--- config.mk ---
export PLATFORM = sky130hd
export DESIGN_NAME = wbconsole_gen
export DESIGN_NICKNAME = d
export VERILOG_FILES = /design/src/rtl/wbconsole_gen_pkg.sv /design/src/rtl/wbconsole_gen_sfifo_fwft.sv /design/src/rtl/wbconsole_gen.sv
export SDC_FILE = /design/constraint.sdc
export NUM_CORES = 1
export LEC_CHECK = 0
export ABC_AREA = 1
export CORE_MARGIN = 3
export CORE_UTILIZATION = 45
export DETAILED_ROUTE_END_ITERATION = 12
export MAX_ROUTING_LAYER = met4
export PLACE_DENSITY = 0.68
export REMOVE_ABC_BUFFERS = 1
export SLEW_MARGIN = 20
export SYNTH_ARGS = -nofsm -noshare
export SYNTH_HDL_FRONTEND = slang
export SYNTH_SLANG_ARGS = --single-unit
--- constraint.sdc ---
create_clock -name i_clk -period 6.9 [get_ports i_clk]
set_input_delay 1.38 -clock i_clk [delete_from_list [all_inputs] [get_ports i_clk]]
set_output_delay 1.38 -clock i_clk [all_outputs]
set_load 0.03 [all_outputs]
--- src/rtl/wbconsole_gen_pkg.sv ---
`default_nettype none
// wbconsole_gen_pkg -- register map and status bit positions of the console port.  Rev 1.0
package wbconsole_gen_pkg;

   typedef enum logic [1:0] {
      REG_SETUP = 2'd0,
      REG_FIFO  = 2'd1,
      REG_RXREG = 2'd2,
      REG_TXREG = 2'd3
   } reg_addr_t;

   localparam int BIT_RX_EMPTY  = 8;
   localparam int BIT_TIMEOUT   = 9;
   localparam int BIT_TX_NEMPTY = 8;
   localparam int BIT_TX_FULL   = 9;
   localparam int BIT_ERR       = 12;
   localparam int BIT_TXHALF    = 13;
   localparam int BIT_RESET     = 12;

endpackage
`default_nettype wire

--- src/rtl/wbconsole_gen_sfifo_fwft.sv ---
`default_nettype none
// sfifo_fwft -- first-word-fall-through FIFO with fill count, sync clear and
// same-cycle push/pop (a push into a full FIFO is accepted when a pop frees a slot).  Rev 1.0
module sfifo_fwft #(
   parameter int WIDTH  = 8,
   parameter int LGFLEN = 4
) (
   input  logic              clk,
   input  logic              rst,
   input  logic              clr,
   input  logic              push,
   input  logic [WIDTH-1:0]  push_data,
   input  logic              pop,
   output logic [WIDTH-1:0]  head,
   output logic [LGFLEN:0]   fill,
   output logic              full,
   output logic              empty,
   output logic              overflow
);

   localparam logic [LGFLEN:0] DEPTH = {1'b1, {LGFLEN{1'b0}}};

   logic [WIDTH-1:0]  mem [0:(1<<LGFLEN)-1];
   logic [LGFLEN-1:0] wr_ptr;
   logic [LGFLEN-1:0] rd_ptr;
   logic              do_push;
   logic              do_pop;

   assign empty    = (fill == '0);
   assign full     = (fill == DEPTH);
   assign do_pop   = pop && !empty;
   assign do_push  = push && (!full || do_pop);
   assign overflow = push && !do_push && !clr;
   assign head     = mem[rd_ptr];

   always_ff @(posedge clk or posedge rst) begin
      if (rst) begin
         wr_ptr <= '0;
         rd_ptr <= '0;
         fill   <= '0;
      end else if (clr) begin
         wr_ptr <= '0;
         rd_ptr <= '0;
         fill   <= '0;
      end else begin
         if (do_push)
            wr_ptr <= wr_ptr + LGFLEN'(1);
         if (do_pop)
            rd_ptr <= rd_ptr + LGFLEN'(1);
         case ({do_push, do_pop})
            2'b10:   fill <= fill + (LGFLEN+1)'(1);
            2'b01:   fill <= fill - (LGFLEN+1)'(1);
            default: fill <= fill;
         endcase
      end
   end

   // Storage carries no reset; only the pointers define what is valid.
   always_ff @(posedge clk) begin
      if (do_push && !clr)
         mem[wr_ptr] <= push_data;
   end

endmodule
`default_nettype wire

--- src/rtl/wbconsole_gen.sv ---
`default_nettype none
// wbconsole_gen -- two-cycle pipelined Wishbone console port with RX/TX FIFOs,
// programmable RX fill threshold and RX idle-timeout interrupt.  Rev 1.0
module wbconsole_gen
   import wbconsole_gen_pkg::*;
#(
   parameter int BW     = 8,
   parameter int LGFLEN = 4,
   parameter int TOW    = 16
) (
   input  logic           i_clk,
   input  logic           i_reset,
   input  logic           i_wb_cyc,
   input  logic           i_wb_stb,
   input  logic           i_wb_we,
   input  logic [1:0]     i_wb_addr,
   input  logic [31:0]    i_wb_data,
   output logic           o_wb_ack,
   output logic           o_wb_stall,
   output logic [31:0]    o_wb_data,
   output logic           o_console_stb,
   output logic [BW-1:0]  o_console_data,
   input  logic           i_console_busy,
   input  logic           i_console_stb,
   input  logic [BW-1:0]  i_console_data,
   output logic           o_rx_int,
   output logic           o_rxthresh_int,
   output logic           o_tx_int,
   output logic           o_txfifo_int
);

   localparam logic [LGFLEN:0] DEPTH = {1'b1, {LGFLEN{1'b0}}};
   localparam logic [LGFLEN:0] HALF  = {2'b01, {(LGFLEN-1){1'b0}}};

   logic            req;
   logic            we;
   reg_addr_t       addr;
   logic [31:0]     wdata;
   logic            ack;
   logic [31:0]     rd_word;

   logic [10:0]     rx_thresh;
   logic [TOW-1:0]  timeout;
   logic [TOW-1:0]  to_count;
   logic [TOW-1:0]  to_inc;
   logic            to_flag;
   logic            to_clear;
   logic            rx_err;
   logic            tx_err;

   logic            wr_req;
   logic            rd_req;
   logic            setup_wr;
   logic            rxreg_rd;
   logic            rx_clr;
   logic            tx_clr;
   logic            tx_push;
   logic            tx_pop;

   logic [BW-1:0]   rx_head;
   logic [BW-1:0]   tx_head;
   logic [LGFLEN:0] rx_fill;
   logic [LGFLEN:0] tx_fill;
   logic [LGFLEN:0] tx_free;
   logic            rx_full;
   logic            rx_empty;
   logic            tx_full;
   logic            tx_empty;
   logic            rx_ovf;
   logic            tx_ovf;
   logic [10:0]     thresh_eff;
   logic            unused_ok;

   // Request stage: everything the second stage acts on is captured here.
   always_ff @(posedge i_clk or posedge i_reset) begin
      if (i_reset) begin
         req   <= 1'b0;
         we    <= 1'b0;
         addr  <= REG_SETUP;
         wdata <= '0;
      end else begin
         req   <= i_wb_stb && i_wb_cyc;
         we    <= i_wb_we;
         addr  <= reg_addr_t'(i_wb_addr);
         wdata <= i_wb_data;
      end
   end

   assign wr_req   = req && we;
   assign rd_req   = req && !we;
   assign setup_wr = wr_req && (addr == REG_SETUP);
   assign rxreg_rd = rd_req && (addr == REG_RXREG);
   assign rx_clr   = setup_wr || (wr_req && (addr == REG_RXREG) && wdata[BIT_RESET]);
   assign tx_clr   = setup_wr || (wr_req && (addr == REG_TXREG) && wdata[BIT_RESET]);
   assign tx_push  = wr_req && (addr == REG_TXREG) && !wdata[BIT_RESET];
   assign tx_pop   = !tx_empty && !i_console_busy;

   sfifo_fwft #(.WIDTH(BW), .LGFLEN(LGFLEN)) u_rxfifo (
      .clk       (i_clk),
      .rst       (i_reset),
      .clr       (rx_clr),
      .push      (i_console_stb),
      .push_data (i_console_data),
      .pop       (rxreg_rd),
      .head      (rx_head),
      .fill      (rx_fill),
      .full      (rx_full),
      .empty     (rx_empty),
      .overflow  (rx_ovf)
   );

   sfifo_fwft #(.WIDTH(BW), .LGFLEN(LGFLEN)) u_txfifo (
      .clk       (i_clk),
      .rst       (i_reset),
      .clr       (tx_clr),
      .push      (tx_push),
      .push_data (wdata[BW-1:0]),
      .pop       (tx_pop),
      .head      (tx_head),
      .fill      (tx_fill),
      .full      (tx_full),
      .empty     (tx_empty),
      .overflow  (tx_ovf)
   );

   always_ff @(posedge i_clk or posedge i_reset) begin
      if (i_reset) begin
         rx_thresh <= '0;
         timeout   <= '0;
         rx_err    <= 1'b0;
         tx_err    <= 1'b0;
      end else begin
         if (setup_wr) begin
            rx_thresh <= wdata[10:0];
            timeout   <= wdata[16 +: TOW];
         end
         if (rx_clr)
            rx_err <= 1'b0;
         else if (rx_ovf)
            rx_err <= 1'b1;
         if (tx_clr)
            tx_err <= 1'b0;
         else if (tx_ovf)
            tx_err <= 1'b1;
      end
   end

   // Idle timer: the count saturates at the programmed value so the flag stays put.
   assign to_clear = i_console_stb || rxreg_rd || rx_empty || rx_clr;
   assign to_inc   = to_count + TOW'(1);

   always_ff @(posedge i_clk or posedge i_reset) begin
      if (i_reset) begin
         to_count <= '0;
         to_flag  <= 1'b0;
      end else begin
         if (to_clear)
            to_count <= '0;
         else if ((timeout != '0) && (to_count != timeout)) begin
            to_count <= to_inc;
            if (to_inc == timeout)
               to_flag <= 1'b1;
         end
         if (rxreg_rd || setup_wr)
            to_flag <= 1'b0;
      end
   end

   assign tx_free = DEPTH - tx_fill;

   always_comb begin
      rd_word = '0;
      case (addr)
         REG_SETUP: begin
            rd_word[10:0]       = rx_thresh;
            rd_word[16 +: TOW]  = timeout;
         end
         REG_FIFO: begin
            rd_word[31:28] = 4'(LGFLEN);
            rd_word[26:16] = 11'(tx_free);
            rd_word[15:12] = 4'(LGFLEN);
            rd_word[10:0]  = 11'(rx_fill);
         end
         REG_RXREG: begin
            if (!rx_empty)
               rd_word[BW-1:0] = rx_head;
            rd_word[BIT_RX_EMPTY] = rx_empty;
            rd_word[BIT_TIMEOUT]  = to_flag;
            rd_word[BIT_ERR]      = rx_err;
         end
         REG_TXREG: begin
            if (!tx_empty)
               rd_word[BW-1:0] = tx_head;
            rd_word[BIT_TX_NEMPTY] = !tx_empty;
            rd_word[BIT_TX_FULL]   = tx_full;
            rd_word[BIT_ERR]       = tx_err;
            rd_word[BIT_TXHALF]    = o_txfifo_int;
         end
         default: rd_word = '0;
      endcase
   end

   always_ff @(posedge i_clk or posedge i_reset) begin
      if (i_reset) begin
         ack       <= 1'b0;
         o_wb_data <= '0;
      end else begin
         ack <= req && i_wb_cyc;
         if (rd_req)
            o_wb_data <= rd_word;
      end
   end

   // A bus master that drops CYC abandons the cycle, so the ack is qualified live.
   assign o_wb_ack       = ack && i_wb_cyc;
   assign o_wb_stall     = 1'b0;
   assign o_console_stb  = !tx_empty;
   assign o_console_data = tx_head;

   assign thresh_eff     = (rx_thresh == '0) ? 11'd1 : rx_thresh;
   assign o_rx_int       = !rx_empty;
   assign o_rxthresh_int = (11'(rx_fill) >= thresh_eff) || to_flag;
   assign o_tx_int       = !tx_full;
   assign o_txfifo_int   = (tx_fill < HALF);

   assign unused_ok = &{1'b0, wdata, rx_full};

endmodule
`default_nettype wire

# == Word level (Yosys, flattened, before mapping) ==
# Memory sizes are Yosys's and may differ from the RTL's.
# Cells that the tools add are included.
# Widths: inputs -> output; s select.
# totals
register_bits,140
latch_bits,0
ramBits,256
mem_bits_ro,0
in_bits,49
out_inout_bits,47
mem_count,2
# memory_table
memory,depth,width,read_ports,rd_clocked_by_memory_dff,write_ports,line,text
u_rxfifo.mem,16,8,1,0,1,wbconsole_gen_sfifo_fwft.sv:23,logic [WIDTH-1:0] mem [0:(1<<LGFLEN)-1];
u_txfifo.mem,16,8,1,0,1,wbconsole_gen_sfifo_fwft.sv:23,
# classes
addsub,10
n_mul,0
div,0
magnitude_cmp,2
n_eq_ne,12
shift,0
muxes,37
n_bitwise,0
n_reduce_logical,61
# ops
op,n
$pmux 10 s4,1
$mux 16,2
$mux 4,8
$logic_and 1x1->1,24
$pmux 11 s2,1
$pmux 5 s2,2
$reduce_bool 2->1,9
$add 16x1->16 const B,1
$add 4x1->4 const B,4
$eq 16x16->1,1
$mux 1,16
$mux 8,2
$ne 16x16->1,1
$reduce_bool 16->1,1
$ge 5x11->1,1
$logic_not 1->1,11
$logic_not 11->1,1
$mux 11,1
$add 5x1->5 const B,2
$eq 5x5->1 const B,2
$logic_not 5->1,2
$mux 5,2
$sub 5x1->5 const B,2
$logic_or 1x1->1,9
other kinds (10),16

# == Depth between registers and ports, before layout ==
# logic_depth
ltp_word,11
ltp_mapped,15
mapped_depth_nobuf,15

# == Modules after synthesis ==
# From an unflattened synthesis, not the netlist that was laid out.
# unflattened
cells_unflattened,1661
area_unflattened_um2,17524.3
# modules_own_cells
mod,n_inst,cells_per_inst,area_each_um2,seq_area_each_um2
sfifo_fwft,2,524,6182.2,4169.0
wbconsole_gen,1,613,5159.9,2727.6

# == Worst setup path after synthesis ==
# OpenSTA, ideal clock, no wires.
# synth_path
kind,register -> output
startpoint,register rx_thresh[4]
endpoint,output port o_rxthresh_int
arrival_ns,1.915
setup_slack_ns,3.605
path_stages_with_launch,9
path_cell_list,dfrtp_1 > inv_1 > nand3_1 > o41ai_1 > ha_1 > nand4_1 > nand3b_1 > a21oi_1 > o31ai_1
# synth_between
elab_chain_len,4
# synth_rtl
element,line,text
start: declaration,wbconsole_gen.sv:42,logic [10:0] rx_thresh;
start signal: assignment,wbconsole_gen.sv:134,rx_thresh <= wdata[10:0];
$logic_not 11->1,wbconsole_gen.sv:220,assign thresh_eff = (rx_thresh == '0) ? 11'd1 : rx_thresh;
$mux 11 *,wbconsole_gen.sv:220,
$ge 5x11->1 *,wbconsole_gen.sv:222,assign o_rxthresh_int = (11'(rx_fill) >= thresh_eff) || to_flag;
$logic_or 1x1->1 *,wbconsole_gen.sv:222,
end: declaration,wbconsole_gen.sv:27,"output logic o_rxthresh_int,"
# Mark *: on every way between the ends. The rest lies on a longest branch, timed or not.

# == Final worst setup path ==
# layout_path
startpoint,register u_txfifo.rd_ptr[2]
endpoint,output port o_console_data[0]
# layout_between
elab_chain_len,1
# layout_rtl
element,line,text
start: declaration,wbconsole_gen_sfifo_fwft.sv:25,logic [LGFLEN-1:0] rd_ptr;
start signal: assignment,wbconsole_gen_sfifo_fwft.sv:49,rd_ptr <= rd_ptr + LGFLEN'(1);
$mem_v2 16x8,n/a,
end: declaration,wbconsole_gen.sv:22,"output logic [BW-1:0] o_console_data,"
# No other way between the ends.

==> impl_results.md <==
* Final min period at 4.85 ns
* Cell mode on critical path: nand3_1
* CP Launch Type: register
* FF-to-FF Start: u_rxfifo.rd_ptr[0]
* Worst r2r dst: o_wb_data[6]
* CTS sink cnt at 391
* Unique masters post-synth at 47
* Chip width at 201 µm
* Met3 Use GR at 0.0376
* Hold Violations, Final at 0
* P_leak at 7.73 nW
* Root buffer selected by CTS: clkbuf_16
* Area share of the largest cell type after synthesis at 0.450
* Worst-Skew Late Latency at 0.55 ns
* Synth warn at 0
* Area leader, netlist: edfxtp_1
* Sum Neg Setup Slack at 0 ns
* RSZ-0062 raised after global routing: no
* Ys async rst share at 0.345
* Cell count along the critical path at 5
* Setup Crit Path Kind: register to output pin
* Critical Path AT at between 3 and 4 ns
* I/O pin cnt at 96
* Post-CTS Hold Buffers at 0
* Layer with the highest usage: met2
* Vias in the first global route at 11600
* Part of the cycle the worst path needs at 0.703
* Final Skew at 0.0106 ns
* Met1 usage at 0.255
* Syn Area/Cell at around 10 µm²
* R2r worst-path depth at 13
* Global route overflow at 0
* Crit-path slowest cell: dfrtp_1
* Layout cells sized above 1 at 0.0543
* Initial core utilization at 0.462
* Register-to-register setup slack at about 3.5 ns
* IO Port Bufs at 88
* Fmax achieved at 206 MHz
* Die Y at about 200 µm
* Ranking of synthesized cells by area: edfxtp_1 45%, dfrtp_1 20%, nand2_1 7.7%
* Pwr Density at 355 nW/µm²
* Antenna-violating nets left at 0
* Post-layout instance area at 19600 µm²
* Pre-CTS setup slack at 2.71 ns
* Post-Route WL at 39300 µm
* Final setup margin at 2.05 ns
* CTS tree: built
* Outcome: finished clean
* Fillers at between 3000 and 4000
* Placement Cell Area at 18400 µm²
* Routability Congestion at a little under 0.9
* Final Util at 0.531
* Synth-to-Final Area Change at 15.0%
* Hold Crit Class: register to register
* Clock share of power at 0.287
* Placeable Area at between 30000 and 40000 µm²
* Crit-path max cell delay at 0.81 ns
* Critical path required time at ~5.5 ns
* Main synth FF type: edfxtp_1
* Via Count at 11800
* TritonRoute pass-1 iters at 5
* Wire per inst at 17.4 µm
* Die area at 40300 µm²
* Number of buffers created by CTS at a little over 40
* Crit-path max FO at 19
* Initial antenna violation count at 1
* Setup-failing EPs final at 0
* Max-cap violations at 0
* Max Slew Vio Count at 0
* Clock-pin slew on the worst setup and hold paths at 0.06 ns
* Internal power at 4.52 mW
* Number of flops mapped to enable cells by yosys at around 260
* Worst path buffer plus inverter count at 2
* Met2 Usage GRT at 0.322
* Layout net count at 1796
* Register area share after synthesis at 0.648
* Row count at 70
* Cell chain of the critical path: clkinv_1, nand3_1, nand3_1, nand2_1, clkdlybuf4s50_1
* CP top delay family: buffers and inverters
* Flops & latches, synth at 391
* H-tree depth at 2
* Routed vias/inst at 5.23
* Switching power at between 2 and 2.5 mW
* Sw frac at 0.350
* Worst Tran Pin Value at 0.862 ns
* Peak supply drop at 0.000194 V
* Post-route DRC at 0
* Sequential share of power at 0.423
* CP startpoint: u_txfifo.rd_ptr[2]
* Slew margin rel. at 0.425
* Largest net degree at the start of global routing at 132
* 1st-iter DRT viols at roughly 1100
* Post-DP HPWL at between 20000 and 30000 µm
* PostCTS Resize Cnt at 0
* Crit path to: o_console_data[0]
* Comb power frac at 0.289
* GRT Overall Usage at 0.200
* Max Root-Sink Buffers at 3
* First-pass GRT wire length at 62600 µm
* Post-Syn Area at 17100 µm²
* Post-CTS setup buffers at 0
* Synth Instances at 1644
* Crit. End Element: output pin
how the worst min path moves through the flow:
stage,slack (ns),cells past startpoint,startpoint,end
finish,0.45,2,wdata[10],rx_thresh[10]
global route,0.48,2,wdata[25],timeout[9]
CTS,0.46,2,wdata[10],rx_thresh[10]
detailed placement,0.44,2,wdata[10],rx_thresh[10]
global placement,0.44,2,wdata[24],timeout[8]
floorplan,0.43,2,wdata[10],rx_thresh[10]
worst register-to-register path: stages (launching register included):
cell and delay (ns):
dfrtp_2 0.34, buf_4 0.59, clkinv_1 0.88, buf_4 0.50, nand2_1 0.10, nand3_1 0.07
nand2_1 0.14, nor2_1 0.05, nand2_1 0.10, nand2_1 0.11, nand2_1 0.08, o211ai_1 0.09
nand2_1 0.12, nand2_1 0.06
area by class of cell:
type / instances / area [µm²] / share of cell area
clock inverters: 18 / 92.6 / 0.00472
clock buffers: 53 / 1100 / 0.0561
inverters: 194 / 733 / 0.0374
flip-flops and latches: 391 / 11100 / 0.564
multi-input cells: 996 / 5010 / 0.255
repair buffers: 96 / 981 / 0.0500
well taps: 504 / 631 / 0.0321
diodes: 1 / 2.50 / 0.000128
power by group through the flow:
stage / combinational, mW / clock (mW) / sequential [mW]
5_1_grt: 2.23 / 2.15 / 2.97
3_5_place_dp: 1.92 / 0 / 3.05
6_report: 2.02 / 2.00 / 2.95
2_1_floorplan: 1.12 / 0 / 3.09
4_1_cts: 1.93 / 2.04 / 3.01
3_3_place_gp: 1.87 / 0 / 3.05
synthesized netlist by cell type (3+ instances only):
library cell	instances
o221ai_1	4
nor2_2	8
buf_2	15
buf_1	4
xnor2_1	6
nand2_1	350
nand3_1	111
o211ai_1	68
o21ai_1	8
o22ai_1	16
clkbuf_1	42
ha_1	25
inv_1	181
buf_4	3
inv_2	8
nor2_1	137
dfrtp_1	135
o21ai_0	139
nand4_1	13
a21oi_1	63
xor2_1	15
edfxtp_1	256
nor4_1	3
clkinv_1	5
logic make-up (layout without fill, tap and decap cells):
kind of cell,count (synthesis),in the layout,share of synthesized area
and+or+nand+nor,631,631,0.153
other,1,4,0.000220
DFF,391,391,0.648
buffers and inverters,259,361,0.0588
xor gates and xnor gates,21,21,0.0108
adders and majority gates,27,27,0.0207
AOI/OAI and AO/OA,314,314,0.109
sequential cells by signal, indices dropped and copies added, names as in the netlist, 2 cells and up:
| register | cells |
|---|---|
| u_txfifo.fill | 5 |
| u_txfifo.wr_ptr | 4 |
| to_count | 16 |
| u_txfifo.rd_ptr | 4 |
| u_rxfifo.fill | 5 |
| u_txfifo.mem | 128 |
| rx_thresh | 11 |
| o_wb_data | 30 |
| u_rxfifo.mem | 128 |
| addr | 2 |
| u_rxfifo.wr_ptr | 4 |
| u_rxfifo.rd_ptr | 4 |
| timeout | 16 |
| wdata | 28 |
placed cells by master (no fill, tap or decap), drive strengths merged, types with 6 or more instances in the layout:
master / instances
a21oi: 66
clkinv: 20
o22ai: 16
xnor2: 6
edfxtp: 256
nand4: 13
o21ai: 148
clkbuf: 53
nor2: 147
nand2: 352
clkdlybuf4s50: 88
dfrtp: 135
xor2: 15
o211ai: 69
buf: 8
ha: 25
inv: 191
nand3: 111
stage by stage:
| step | std cells | hold WS [ns] | total power, mW |
|---|---|---|---|
| floorplan | 1581 | 0.430 | 4.21 |
| global placement | 2179 | 0.436 | 4.92 |
| detailed placement | 2179 | 0.443 | 4.98 |
| CTS | 2250 | 0.456 | 6.98 |
| global route | 2253 | 0.475 | 7.35 |
| finish | 2253 | 0.453 | 6.96 |
layer usage:
layer  up-vias  wire [µm]
li1       5743          -
met3        86       2300
met2       334      18800
met1      5610      16700
met4         0       1390
met5         -          0
Power figures use the tool's default switching activity.
